$ cat src/rtl/led_pattern_pkg.sv
// led_pattern_pkg: shared definitions for the multi-channel LED pattern generator.
//   - channel mode encodings (OFF / BLINK / PWM / BREATHE) and their width
//   - PWM duty width and the "always on" duty value
//   - pwm_level(): compare helper shared by the PWM and BREATHE modes
package led_pattern_pkg;

  localparam int MODE_W = 2;

  localparam logic [MODE_W-1:0] MODE_OFF     = 2'd0;
  localparam logic [MODE_W-1:0] MODE_BLINK   = 2'd1;
  localparam logic [MODE_W-1:0] MODE_PWM     = 2'd2;
  localparam logic [MODE_W-1:0] MODE_BREATHE = 2'd3;

  localparam int DUTY_W = 8;
  localparam logic [DUTY_W-1:0] DUTY_FULL = 8'hFF;

  // phase < duty gives duty/256 on-time; full-scale duty is forced to a
  // constant 1 so that 8'hFF really means "always on" rather than 255/256.
  function automatic logic pwm_level(input logic [DUTY_W-1:0] phase,
                                     input logic [DUTY_W-1:0] duty);
    return (duty == DUTY_FULL) ? 1'b1 : (phase < duty);
  endfunction

endpackage

$ cat src/rtl/led_channel.sv
// led_channel: one independently configured LED output.
//   CLK, RST   clock, synchronous active-high reset
//   i_tick     one-cycle timebase pulse shared by all channels
//   i_phase    shared free-running 8-bit PWM phase
//   i_we       config write strobe already decoded for this channel
//   i_mode     OFF / BLINK / PWM / BREATHE
//   i_period   ticks per blink half-period or per breathe step (0 stored as 1)
//   i_duty     PWM duty in 1/256 units
//   o_led      registered LED output
module led_channel
  import led_pattern_pkg::*;
#(
  parameter int CNT_W = 16
) (
  input  logic              CLK,
  input  logic              RST,
  input  logic              i_tick,
  input  logic [DUTY_W-1:0] i_phase,
  input  logic              i_we,
  input  logic [MODE_W-1:0] i_mode,
  input  logic [CNT_W-1:0]  i_period,
  input  logic [DUTY_W-1:0] i_duty,
  output logic              o_led
);

  logic [MODE_W-1:0] r_mode;
  logic [CNT_W-1:0]  r_period;
  logic [DUTY_W-1:0] r_duty;
  logic [CNT_W-1:0]  r_cnt;
  logic              r_state;    // blink level
  logic [DUTY_W-1:0] r_bduty;    // breathe internal duty
  logic              r_dir_up;   // breathe direction
  logic              r_led;

  logic [CNT_W-1:0]  w_period_in;
  logic              w_wrap;
  logic              w_adv;
  logic              w_led_next;

  assign w_period_in = (i_period == '0) ? CNT_W'(1) : i_period;
  assign w_wrap      = (r_cnt == r_period - CNT_W'(1));
  // Only the time-based modes consume ticks; OFF and PWM hold the counters.
  assign w_adv       = i_tick && ((r_mode == MODE_BLINK) || (r_mode == MODE_BREATHE));

  // A write has priority over a coincident tick: the tick is simply lost
  // for this channel, so counting restarts cleanly from the write.
  always_ff @(posedge CLK) begin
    if (RST) begin
      r_mode   <= MODE_OFF;
      r_period <= CNT_W'(1);
      r_duty   <= '0;
      r_cnt    <= '0;
      r_state  <= 1'b0;
      r_bduty  <= '0;
      r_dir_up <= 1'b1;
    end else if (i_we) begin
      r_mode   <= i_mode;
      r_period <= w_period_in;
      r_duty   <= i_duty;
      r_cnt    <= '0;
      r_state  <= 1'b0;
      r_bduty  <= '0;
      r_dir_up <= 1'b1;
    end else if (w_adv) begin
      if (w_wrap) begin
        r_cnt <= '0;
        if (r_mode == MODE_BLINK) begin
          r_state <= ~r_state;
        end else begin
          // Triangle 0..255..0 with each endpoint visited once: the flip
          // happens on the step that lands on the endpoint.
          if (r_dir_up) begin
            r_bduty <= r_bduty + 8'd1;
            if (r_bduty == DUTY_FULL - 8'd1) r_dir_up <= 1'b0;
          end else begin
            r_bduty <= r_bduty - 8'd1;
            if (r_bduty == 8'd1) r_dir_up <= 1'b1;
          end
        end
      end else begin
        r_cnt <= r_cnt + CNT_W'(1);
      end
    end
  end

  always_comb begin
    w_led_next = 1'b0;
    case (r_mode)
      MODE_BLINK:   w_led_next = r_state;
      MODE_PWM:     w_led_next = pwm_level(i_phase, r_duty);
      MODE_BREATHE: w_led_next = pwm_level(i_phase, r_bduty);
      default:      w_led_next = 1'b0;
    endcase
  end

  always_ff @(posedge CLK) begin
    if (RST) r_led <= 1'b0;
    else     r_led <= w_led_next;
  end

  assign o_led = r_led;

endmodule

$ cat src/rtl/led_pattern_gen.sv
// led_pattern_gen: NUM_LED-channel LED driver with OFF/BLINK/PWM/BREATHE modes.
//   CLK, RST    clock, synchronous active-high reset
//   cfg_we      single-cycle config write strobe
//   cfg_idx     target channel; indices >= NUM_LED are ignored
//   cfg_mode    0=OFF 1=BLINK 2=PWM 3=BREATHE
//   cfg_period  ticks per blink half-period / breathe step
//   cfg_duty    PWM duty in 1/256 units
//   LED         registered LED outputs
//   tick_o      one-cycle timebase pulse every CLK_HZ/TICK_HZ cycles
// The prescaler and the PWM phase counter are shared by all channels.
module led_pattern_gen
  import led_pattern_pkg::*;
#(
  parameter int NUM_LED = 4,
  parameter int CLK_HZ  = 125000000,
  parameter int TICK_HZ = 1000,
  parameter int CNT_W   = 16,
  localparam int IDX_W  = (NUM_LED > 1) ? $clog2(NUM_LED) : 1
) (
  input  logic               CLK,
  input  logic               RST,
  input  logic               cfg_we,
  input  logic [IDX_W-1:0]   cfg_idx,
  input  logic [MODE_W-1:0]  cfg_mode,
  input  logic [CNT_W-1:0]   cfg_period,
  input  logic [DUTY_W-1:0]  cfg_duty,
  output logic [NUM_LED-1:0] LED,
  output logic               tick_o
);

  localparam int TICK_DIV = CLK_HZ / TICK_HZ;
  localparam int PRESC_W  = $clog2(TICK_DIV);

  logic [PRESC_W-1:0] r_presc;
  logic [DUTY_W-1:0]  r_phase;
  logic               w_tick;
  logic               w_idx_ok;
  logic [NUM_LED-1:0] w_we;

  // Tick is decoded from the count, so it is high exactly while the count
  // sits at TICK_DIV-1; the first pulse is TICK_DIV cycles after reset.
  assign w_tick = (r_presc == PRESC_W'(TICK_DIV - 1));
  assign tick_o = w_tick;

  always_ff @(posedge CLK) begin
    if (RST)         r_presc <= '0;
    else if (w_tick) r_presc <= '0;
    else             r_presc <= r_presc + PRESC_W'(1);
  end

  always_ff @(posedge CLK) begin
    if (RST) r_phase <= '0;
    else     r_phase <= r_phase + 8'd1;
  end

  // Needed when NUM_LED is not a power of two: out-of-range indices must not
  // alias onto a real channel.
  assign w_idx_ok = (int'(cfg_idx) < NUM_LED);

  always_comb begin
    w_we = '0;
    for (int i = 0; i < NUM_LED; i++) begin
      if (cfg_we && w_idx_ok && (cfg_idx == IDX_W'(i))) w_we[i] = 1'b1;
    end
  end

  for (genvar g = 0; g < NUM_LED; g++) begin : g_ch
    led_channel #(
      .CNT_W (CNT_W)
    ) u_ch (
      .CLK      (CLK),
      .RST      (RST),
      .i_tick   (w_tick),
      .i_phase  (r_phase),
      .i_we     (w_we[g]),
      .i_mode   (cfg_mode),
      .i_period (cfg_period),
      .i_duty   (cfg_duty),
      .o_led    (LED[g])
    );
  end

endmodule

$ cat config.mk
export PLATFORM = sky130hd
export DESIGN_NAME = led_pattern_gen
export DESIGN_NICKNAME = d
export VERILOG_FILES = /design/src/rtl/led_pattern_pkg.sv /design/src/rtl/led_channel.sv /design/src/rtl/led_pattern_gen.sv
export SDC_FILE = /design/constraint.sdc
export NUM_CORES = 1
export LEC_CHECK = 0
export CAP_MARGIN = 20
export CORE_MARGIN = 2
export CORE_UTILIZATION = 50
export CTS_CLUSTER_DIAMETER = 30
export DETAILED_ROUTE_END_ITERATION = 6
export MAX_ROUTING_LAYER = met4
export PLACE_DENSITY = 0.72
export SLEW_MARGIN = 25
export SYNTH_ARGS = -nofsm -noshare
export SYNTH_HDL_FRONTEND = slang
export SYNTH_SLANG_ARGS = --single-unit
$ cat constraint.sdc
create_clock -name CLK -period 4.3 [get_ports CLK]
set_input_delay 0.43 -clock CLK [delete_from_list [all_inputs] [get_ports CLK]]
set_output_delay 0.43 -clock CLK [all_outputs]
set_load 0.005 [all_outputs]
==> run_results.csv <==
group,metric,value,unit
detailed_routing,highest_layer,"met4",
synthesis,yosysMostFrequentCell,"dfxtp_1",
global_routing,grt_pass1_wl,59090,um
die,num_rows,60,
min_path,hold_class,"reg -> reg",
die,core_area,0.02688,sq mm
synthesis,syn_area_per_cell,8.403,sq um
final_layout,antennaDiodeCount,0,
synthesis,synth_fp_nets,1734,
clock_network,htree_levels,2,
detailed_routing,met1_length,15970,um
synthesis,synth_edf_count,0,
synthesis,synth_flop_cell,"dfxtp_1",
worst_setup_path,r2r_end,"g_ch[0].u_ch.r_cnt[4]$_SDFFE_PP0P_",
synthesis,synthesis.instances,1621,
worst_setup_path,slowest_stage,"nor2_1",
timing,fmax,272.5,MHz
final_layout,nets,1759,
detailed_routing,dr.pass1.iters,5,
worst_setup_path,crit_chain,"or4_1 > or3_1 > or3_1 > a2111o_1 > or3_1 > nor2_1 > nor3_1",
worst_setup_path,max_stage_delay,0.76,ns
detailed_routing,num_vias,12140,
timing,period_minus_slack,3.670,ns
clock_network,cts.sinks,237,
synthesis,synth-async-reset-ratio,0,%
detailed_routing,ant_nets,0,
worst_setup_path,required,4.69,ns
worst_setup_path,rr_worst_depth,7,
flow_run,maxCapViolations,0,
pwr,power_density,424.9,mW/mm^2
timing,setup_tns,0,ns
detailed_routing,drc,0,
clock_network,cts_resized,0,
final_layout,area_growth_syn_to_layout,18.13,%
detailed_routing,post_drt_wl_per_cell,18.00,um
worst_setup_path,endpoint_kind,"flip-flop",
die,initial_core_util,50.68,%
pwr,report.power.total,0.006837,W
timing,skew,0.01735,ns
clock_network,clk_pin_slew_worst_paths,0.04,ns
clock_network,insertion_delay,0.56,ns
clock_network,cts_tree,"yes",
synthesis,synthTopCellsByArea,"dfxtp_1, ha_1, xnor2_1",
worst_setup_path,worstSetupPathType,"reg -> reg",
place,gp_congestion,0.8653,
worst_setup_path,cp_common_cell,"or3_1",
die,die_h,169.1,um
timing,setup_viol,0,
global_routing,track_usage,26.06,%
pwr,power_leakage,5.960,nW
timing,drv_slew,0,
timing,slew_headroom,32.35,%
detailed_routing,via_per_inst,5.982,
global_routing,grt_max_degree,30,
synthesis,yosysWarnings,0,
pwr,peakVddDrop,339.2,uV
min_path,worstHoldEndpoint,"r_presc[0]$_SDFF_PP0_",
worst_setup_path,cp_num_buf_inv,0,
synthesis,synth_top_cell_area_share,34.83,%
final_layout,fill_cells,2331,
timing,hold_viol,0,
final_layout,drive_gt1_share,8.945,%
synthesis,netlist_area,0.01362,sq mm
die,die_w,169.1,um
global_routing,grt_pass1_vias,11600,
worst_setup_path,reg2reg_setup_slack,0.63,ns
detailed_routing,routed-wl-met3,2449,um
timing,min_period_over_period,85.36,%
min_path,hp-start,"r_presc[0]$_SDFF_PP0_",
place,portBuffers,35,
worst_setup_path,cp_max_fo,16,
worst_setup_path,cp.arrival,4.06,ns
worst_setup_path,start_kind,"flip-flop",
clock_network,cts_setup_buffers,0,
timing,hold_ws,0.4586,ns
worst_setup_path,timing.rr.start,"g_ch[0].u_ch.r_period[7]$_SDFFE_PP0P_",
detailed_routing,wl_met2,16970,um
outcome,status,"complete, no violations",
timing,tightest_slew,0.9892,ns
clock_network,holdBufCountCts,0,
detailed_routing,wirelength,36530,um
worst_setup_path,path_delay_family,"simple AND/OR/NAND/NOR gates",
clock_network,cts_root_buf,"clkbuf_16",
die,dieArea,0.02858,sq mm
global_routing,antenna_found_initial,0,
synthesis,yosysUniqueCellTypes,78,
timing,rsz0062_at_grt,"no",
detailed_routing,drt_iter0_drc,812,
synthesis,seq_area_frac_synth,34.83,%
synthesis,ys_seq_elements,237,
synthesis,yosysTopAreaCell,"dfxtp_1",
clock_network,clockBufferDepth,3,
synthesis,synth_commonest_cells,"dfxtp_1, nand2_1, nor2_1",
global_routing,grt.overflow.total,0,
worst_setup_path,cp-startpoint,"g_ch[0].u_ch.r_period[7]$_SDFFE_PP0P_",
place,dp_hpwl,25420,um
clock_network,cts_buffers,53,
min_path,whs_path_depth,1,
die,pin_count,36,
[flip-flops by register name (all words and copies together) (netlist names)]
name and flops:
g_ch.u_ch.r_cnt 64, g_ch.u_ch.r_dir_up 4, r_phase 8, g_ch.u_ch.r_mode 8
g_ch.u_ch.r_duty 32, g_ch.u_ch.r_state 4, g_ch.u_ch.r_period 64, r_presc 17
g_ch.u_ch.o_led 4, g_ch.u_ch.r_bduty 32
[worst max-delay path by stage]
stage / end / slack [ns] / cells past startpoint
2_1_floorplan: g_ch[1].u_ch.r_bduty[6]$_SDFFE_PP0P_ / 0.94 / 10
3_3_place_gp: g_ch[0].u_ch.r_cnt[15]$_SDFFE_PP0P_ / 0.71 / 7
3_5_place_dp: g_ch[0].u_ch.r_cnt[5]$_SDFFE_PP0P_ / 0.66 / 7
4_1_cts: g_ch[0].u_ch.r_cnt[5]$_SDFFE_PP0P_ / 0.65 / 7
5_1_grt: g_ch[0].u_ch.r_cnt[11]$_SDFFE_PP0P_ / 0.40 / 7
6_report: g_ch[0].u_ch.r_cnt[4]$_SDFFE_PP0P_ / 0.63 / 7
[through the flow]
stage	std cells	setup slack, ns	utilization, %	cell area [sq um]
floorplan	1621	0.9351	-	13620
global placement	1932	0.7137	52.93	14230
detailed placement	1932	0.6627	52.98	14240
CTS	2029	0.6485	59.84	16080
global route	2029	0.3967	59.87	16090
finish	2029	0.6297	59.87	16090
[where the power goes]
group | internal (W) | switching, W | leakage, nW
registers | 0.00224 | 0.0000491 | 1.92
logic | 0.000182 | 0.000268 | 3.15
clock network | 0.00282 | 0.00128 | 0.891
total | 0.00524 | 0.00159 | 5.96
[metal layers]
metal | track usage (%) | up-vias
met5 | - | -
met4 | 9.365 | 0
met3 | 4.816 | 92
met2 | 42.43 | 373
met1 | 32.48 | 5750
li1 | - | 5922
[layout by cell type, fill, tap and decap left out, types with 32 or more instances in the layout]
master / netlist / final
a21oi_1: 46 / 44
a22o_1: 56 / 56
and3_1: 35 / 34
clkbuf_16: 0 / 53
clkdlybuf4s50_1: 0 / 35
dfxtp_1: 237 / 237
ha_1: 82 / 82
inv_1: 91 / 91
nand2_1: 134 / 134
nand3_1: 57 / 57
nand4_1: 49 / 49
nor2_1: 121 / 121
nor3_1: 70 / 69
nor4_1: 32 / 32
o21ai_0: 78 / 78
xnor2_1: 82 / 82
xor2_1: 70 / 70
[cells by family after synthesis]
kind of cell	count (synthesis)	share of synthesized area, %
AND/OR/NAND/NOR	617	23.46
AO/OA/AOI/OAI	329	17.21
flip-flops	237	34.83
buffers and inverters	178	5.171
XOR/XNOR	153	9.938
adder cells (fa/ha/maj)	82	7.532
multiplexers	25	1.855
[cell type report]
type	instances	area [sq um]	area share [%]
Clock buffer	68	1473	9.152
Multi-Input combinational cell	1206	8223	51.10
Inverter	92	345.3	2.146
Clock inverter	29	371.6	2.309
Timing Repair Buffer	56	508.0	3.157
Tap cell	341	426.7	2.651
Sequential cell	237	4745	29.48
Power figures use the tool's default switching activity.
